File: config.mk
export PLATFORM = sky130hd
export DESIGN_NAME = bcd_to_bin_seq
export DESIGN_NICKNAME = d
export VERILOG_FILES = /design/src/rtl/bcd_to_bin_seq_pkg.sv /design/src/rtl/bcd_digit_adj.sv /design/src/rtl/bcd_to_bin_seq.sv
export SDC_FILE = /design/constraint.sdc
export NUM_CORES = 1
export LEC_CHECK = 0
export BUFFER_PORTS_ARGS = -buffer_cell sky130_fd_sc_hd__buf_2
export CAP_MARGIN = 20
export CORE_MARGIN = 3
export CORE_UTILIZATION = 60
export CTS_CLUSTER_DIAMETER = 150
export DETAILED_ROUTE_END_ITERATION = 6
export MAX_ROUTING_LAYER = met4
export PLACE_DENSITY = 0.82
export SYNTH_ARGS = -nofsm -noshare
export SYNTH_HDL_FRONTEND = slang
export SYNTH_HIERARCHICAL = 1
export SYNTH_SLANG_ARGS = --single-unit
File: constraint.sdc
create_clock -name clk -period 4.1 [get_ports clk]
set_input_delay 0.205 -clock clk [delete_from_list [all_inputs] [get_ports clk]]
set_output_delay 0.205 -clock clk [all_outputs]
set_load 0.05 [all_outputs]
File: src/rtl/bcd_to_bin_seq_pkg.sv
// Shared types and helpers for the keypad BCD decode path.
package bcd_to_bin_seq_pkg;

    typedef enum logic [1:0] {
        IDLE  = 2'd0,
        SHIFT = 2'd1,
        DONE  = 2'd2
    } conv_state_t;

    function automatic logic digit_valid(input logic [3:0] digit);
        return digit <= 4'd9;
    endfunction

endpackage

File: src/rtl/bcd_digit_adj.sv
// One BCD digit correction step of reverse double-dabble: subtract 3 from digits of 8 or more.
module bcd_digit_adj (
    input  logic [3:0] digit,
    output logic [3:0] adj
);

    assign adj = (digit >= 4'd8) ? (digit - 4'd3) : digit;

endmodule

File: src/rtl/bcd_to_bin_seq.sv
// Sequential BCD-to-binary converter (reverse double-dabble), one bit per cycle,
// with a start/busy/done handshake.
module bcd_to_bin_seq
    import bcd_to_bin_seq_pkg::*;
#(
    parameter int N_DIGITS = 4
) (
    input  logic                    clk,
    input  logic                    rst,
    input  logic                    start,
    input  logic [4*N_DIGITS-1:0]   bcd_in,
    output logic                    busy,
    output logic                    done,
    output logic                    err,
    output logic [4*N_DIGITS-1:0]   bin_out
);

    localparam int W     = 4 * N_DIGITS;
    localparam int CNT_W = $clog2(W + 1);

    conv_state_t      state, state_next;
    logic [2*W-1:0]   sr;
    logic [2*W-1:0]   sr_shift;
    logic [2*W-1:0]   sr_adj;
    logic [CNT_W-1:0] cnt;
    logic             all_valid;
    logic             last_iter;

    always_comb begin
        all_valid = 1'b1;
        for (int i = 0; i < N_DIGITS; i++) begin
            if (!digit_valid(bcd_in[4*i +: 4])) all_valid = 1'b0;
        end
    end

    // Shift first, then correct every BCD digit of the upper half independently.
    assign sr_shift = sr >> 1;

    for (genvar g = 0; g < N_DIGITS; g++) begin : g_adj
        bcd_digit_adj u_adj (
            .digit (sr_shift[W + 4*g +: 4]),
            .adj   (sr_adj[W + 4*g +: 4])
        );
    end

    assign sr_adj[W-1:0] = sr_shift[W-1:0];
    assign last_iter     = (cnt == CNT_W'(W - 1));

    always_ff @(posedge clk or negedge rst) begin
        if (!rst) state <= IDLE;
        else      state <= state_next;
    end

    always_comb begin
        state_next = state;
        case (state)
            IDLE:    if (start) state_next = all_valid ? SHIFT : DONE;
            SHIFT:   if (last_iter) state_next = DONE;
            DONE:    state_next = IDLE;
            default: state_next = IDLE;
        endcase
    end

    always_ff @(posedge clk or negedge rst) begin
        if (!rst) begin
            sr      <= '0;
            cnt     <= '0;
            err     <= 1'b0;
            bin_out <= '0;
        end else begin
            case (state)
                IDLE: begin
                    if (start) begin
                        if (all_valid) begin
                            sr  <= {bcd_in, {W{1'b0}}};
                            cnt <= '0;
                            err <= 1'b0;
                        end else begin
                            err     <= 1'b1;
                            bin_out <= '0;
                        end
                    end
                end
                SHIFT: begin
                    sr  <= sr_adj;
                    cnt <= cnt + CNT_W'(1);
                    if (last_iter) bin_out <= sr_adj[W-1:0];
                end
                default: ;
            endcase
        end
    end

    assign busy = (state != IDLE);
    assign done = (state == DONE);

endmodule

# Word level (Yosys, flattened, before mapping)
# Cells that the tools add are included.
dict set report op_classes {
  addsub 5
  n_lt_le_gt_ge 8
  eq_ne 7
  mux 23
  n_reduce_logical 7
}
# cell count
set op_table {}
lappend op_table {{$mux W32} 2}
lappend op_table {{$pmux W32 S2} 1}
lappend op_table {{$mux W16} 3}
lappend op_table {{$pmux W16 S2} 1}
lappend op_table {{$le A4 B4 Y1 const B} 4}
lappend op_table {{$mux W4} 4}
lappend op_table {{$ge A4 B4 Y1 const B} 3}
lappend op_table {{$sub A4 B2 Y4 const B} 3}
lappend op_table {{$mux W5} 2}
lappend op_table {{$pmux W5 S2} 1}
lappend op_table {{$ne A2 B2 Y1 const B} 4}
lappend op_table {{$mux W2} 3}
lappend op_table {{$add A5 B1 Y5 const B} 1}
lappend op_table {{$eq A5 B4 Y1 const B} 1}
lappend op_table {{$mux W1} 5}
lappend op_table {{$ge A3 B4 Y1 const B} 1}
lappend op_table {{$pmux W2 S2} 1}
lappend op_table {{$reduce_and A2 Y1} 2}
lappend op_table {{$reduce_and A4 Y1} 1}
lappend op_table {{$reduce_bool A2 Y1} 2}
lappend op_table {{$sub A3 B2 Y4 const B} 1}
lappend op_table {{$reduce_and A3 Y1} 1}
lappend op_table {{$eq A2 B1 Y1 const B} 1}
lappend op_table {{$eq A2 B2 Y1 const B} 1}
lappend op_table {{$logic_not A2 Y1} 1}
dict set report word_totals {
  regBits 56
  input_bits 19
  output_inout_bits 19
  elab_cells 55
}

# Longest topological paths before layout
dict set report logic_depth {
  ltp_word 8
  ltp_mapped 7
  mapped_depth_nobuf 6
}

# Modules after synthesis
# Netlist, hierarchy kept.
# mod instances cells_per_inst area_per_inst_um2 seq_area_each_um2
set by_module_without_submodules {}
lappend by_module_without_submodules {bcd_to_bin_seq 1 268 2771.4 1376.3}
lappend by_module_without_submodules {bcd_digit_adj 4 11 76.3 0.0}

# Worst setup path after synthesis
# OpenSTA, ideal clock, no wires.
dict set report synth_timing {
  path_kind {reg-to-reg}
  start {reg cnt[0]}
  end {reg bin_out[15]}
  setup_ns 0.067
  t_arrival_ns 1.692
  required_ns 4.033
  path_slack_ns 2.341
  stages_incl_launch_ff 8
  path_buffers 1
  period_less_slack_ns 1.759
  path_cell_list {dfrtp_1 -> ha_1 -> and3_1 -> ha_1 -> and2_1 -> o21ai_2 -> buf_2 -> a22o_1}
}
dict set report synth_via {
  elab_chain_len 3
}
# item line_no
set synth_lines {}
lappend synth_lines {{start: declaration} bcd_to_bin_seq.sv:25} ;# logic [CNT_W-1:0] cnt;
lappend synth_lines {{start signal: assignment} bcd_to_bin_seq.sv:86} ;# cnt <= cnt + CNT_W'(1);
lappend synth_lines {{$eq A5 B4 Y1} bcd_to_bin_seq.sv:47} ;# assign last_iter = (cnt == CNT_W'(W - 1));
lappend synth_lines {{$ne A2 B2 Y1 (no line)} n/a}
lappend synth_lines {{$reduce_and A4 Y1 (no line)} n/a}
lappend synth_lines {{end signal: assignment} bcd_to_bin_seq.sv:87} ;# if (last_iter) bin_out <= sr_adj[W-1:0];
lappend synth_lines {{end: declaration} bcd_to_bin_seq.sv:15} ;# output logic [4*N_DIGITS-1:0] bin_out
# Every way passes these cells.
# A chain may end at the register's enable or synchronous reset.

# Worst setup path in the final report
dict set report layout_timing {
  start {reg state[1]}
  end {reg sr[25]}
}
dict set report layout_via {
  elab_chain_len 3
  word_cells_on_any_way 7
  cone_classes {3 x eq/ne; 1 x mux; 3 x reduce/logical}
}
# item line_no
set layout_lines {}
lappend layout_lines {{start: declaration} bcd_to_bin_seq.sv:21} ;# conv_state_t state, state_next;
lappend layout_lines {{start signal: assignment} bcd_to_bin_seq.sv:51} ;# else state <= state_next;
lappend layout_lines {{$eq A2 B1 Y1 or $logic_not A2 Y1 (tied branches)} bcd_to_bin_seq.sv:71} ;# case (state)
lappend layout_lines {{$reduce_bool A2 Y1 (no line) or $ne A2 B2 Y1 (tied branches)} n/a}
lappend layout_lines {{$reduce_and A3 Y1 (no line)} n/a}
lappend layout_lines {{end signal: assignment} bcd_to_bin_seq.sv:75} ;# sr <= {bcd_in, {W{1'b0}}};
lappend layout_lines {{end signal: assignment} bcd_to_bin_seq.sv:85} ;# sr <= sr_adj;
lappend layout_lines {{end: declaration} bcd_to_bin_seq.sv:22} ;# logic [2*W-1:0] sr;
# Parallel ways exist; a longest one is shown, timed or not.

==> flow_summary.ini <==
[clock_tree]
cts_max_path_buffers = 2
htreeDepth = 2
cts_hold_buf = 0
numClockSinks = 55
cts_tree = done
numCtsBuffers = 5
cts_resized = 0
worstSkewPairLatency_ps = 310
postCtsSetupRepairBufs = 0
clk_pin_slew_worst_paths_ps = 110
cts_root_buffer = clkbuf_8

[die]
rows = 25
die_x_microns = 77.61
die_area_sq_um = 6023
core_area_sq_um = 4848
start_util_pct = 63.46
die_y_microns = 77.61
io_pins = 38

[synth]
async_flop_share_pct = 100.0
syn_area_per_cell_sq_um = 9.861
muxShareOfSynthArea_pct = 0.3660
ys_seq_area_share_pct = 44.73
synth_fa_ha_area_share_pct = 4.067
ys_types = 40
synthXorXnorAreaFrac_pct = 2.277
synth_top_family_by_area = compound AO/OA/AOI/OAI gates
synth_cells = 312
synth_simple_gate_area_share_pct = 7.645
syn_area_sq_um = 3077
yosys_warnings = 6
synth_ff_type = dfrtp_1
ys_ff_latch = 55
synth_compound_area_share_pct = 30.34
synth_edf_count = 0

[power]
vdd_drop_max_mv = 0.3977
comb_power_share_pct = 42.8
p_int_mw = 1.348
leakagePower_nw = 1.685
powerDensity_nw_per_um2 = 714.2
switching_power_mw = 1.022
power_frac_seq_pct = 44.1
power.share.clock_pct = 13.1
swShare_pct = 43.14

[worst_setup_path]
ff2ff_setup_slack_ps = 1540
worstRegToRegCells = 4
crit_buf_inv = 1
cp_top_family = flip-flops
crit_arrival_ps = 2800
path_cells = inv_1 > nand2_1 > o22ai_1 > a211oi_2
slowest_stage = dfrtp_1
worstSetupStartpointType = flop
slowest_delay_ps = 840
cp_max_fo = 24
worst-setup-path-type = reg -> reg
end_kind = flop
required_ps = 4330
cp.depth = 4

[layout]
final_common_cell = dfrtp_1
drive_gt1_share_pct = 17.70
antenna_cells = 0
nNetsFinal = 367
area_growth_pct = 7.849
layout_common_cells = 55 x dfrtp_1, 44 x inv_1, 37 x buf_2
fill_cells = 393

[grt]
overflow = 0
grt_pass1_wl_microns = 11070
grt_pass1_vias = 2400
grtUsageTotal_pct = 23.00
grt_max_degree = 56
antenna_found_initial = 0

[timing]
hold_ws_ps = 7.999
hold_viol = 0
setup_viol = 0
relSlewSlack_pct = 45.13
period_share_pct = 62.52
timing.final.crit_period_ps = 2563
fin_ws_ps = 1537
drv_slew = 0
fin_tns_setup_ps = 0
worstMarginPinSlew_ps = 822.9
finalClockSkew_ps = 8.165
fmax_mhz = 390.1
grt_setup_unrepaired = no

[drt]
vias = 2414
wl_microns = 6386
drtPass1Iterations = 4
viasPerCell = 5.946
drt_iter0_drc = 275
antenna_left = 0
wire_per_inst_microns = 15.73
drc_errors = 0

[place]
dp_worst_setup_slack_ps = 1619
place_congestion = 0.8207
portBuffers = 37
dp_hpwl_microns = 3959

[min_path]
hp-class = in -> async

[outcome]
status = complete, no violations

[job]
maxCapViolCount = 0
[state kept, by name (all words and copies together) (netlist names)]
signal / cells
bin_out: 16
cnt: 5
err: 1
sr: 31
state: 2
[Yosys cell counts (5+ instances only)]
library cell,instances,area [sq um]
nor2_1,5,18.77
inv_1,44,165.2
buf_6,5,56.30
clkbuf_1,8,30.03
a22oi_1,16,120.1
buf_2,8,40.04
a21oi_1,7,35.03
a211oi_2,8,100.1
nor2b_1,5,31.28
a211oi_1,24,180.2
ha_1,10,125.1
dfrtp_1,55,1376
nand2_1,23,86.33
o22ai_1,16,100.1
a22o_1,16,140.1
a211o_1,17,148.9
nand2b_1,7,43.79
[through the flow]
| stage | instances | area [sq um] | power [mW] | util, % |
|---|---|---|---|---|
| floorplan | 316 | 3092 | 1.838 | - |
| global placement | 398 | 3227 | 1.996 | 66.55 |
| detailed placement | 398 | 3227 | 2.060 | 66.55 |
| CTS | 406 | 3318 | 2.369 | 68.44 |
| global route | 406 | 3318 | 2.560 | 68.44 |
| finish | 406 | 3318 | 2.370 | 68.44 |
[cell type report]
type,instances,area [sq um],share of cell area [%]
repair buffers,40,207.7,6.259
inverters,44,165.2,4.977
multi-input cells,192,1394,42.01
clock inverters,3,22.52,0.6787
well taps,67,83.83,2.526
flip-flops and latches,55,1376,41.48
clock buffers,5,68.82,2.074
[cells by family after synthesis]
| group | Yosys count |
|---|---|
| compound gates | 120 |
| buf+inv | 69 |
| flops | 55 |
| simple gates | 48 |
| fa+ha+maj | 10 |
| xor+xnor | 8 |
| other cells | 1 |
| mux | 1 |
[metal layers]
layer	GRT usage (%)	up-vias	wire (microns)
li1	-	1164	-
met1	30.28	1180	2954
met2	36.04	60	3042
met3	3.944	10	286
met4	8.185	0	102
met5	-	-	0
[final timing paths]
path                                     to       start
worst min-delay path            bin_out[12]         rst
max in group asynchronous            sr[27]         rst
worst max register to register       sr[25]    state[1]
worst min register to register   bin_out[7]  bin_out[7]
worst max-delay path                 sr[25]    state[1]
min in group clk                     sr[24]   bcd_in[8]
[power groups by stage]
| stage | Combinational, mW | Sequential, mW | Clock (mW) |
|---|---|---|---|
| after floorplan | 0.848 | 0.990 | 0 |
| after global placement | 0.961 | 1.04 | 0 |
| after detailed placement | 1.01 | 1.05 | 0 |
| after CTS | 1.02 | 1.04 | 0.312 |
| after global routing | 1.14 | 1.08 | 0.339 |
| final | 1.01 | 1.05 | 0.310 |
No activity file was read; power rests on OpenSTA's default activity.
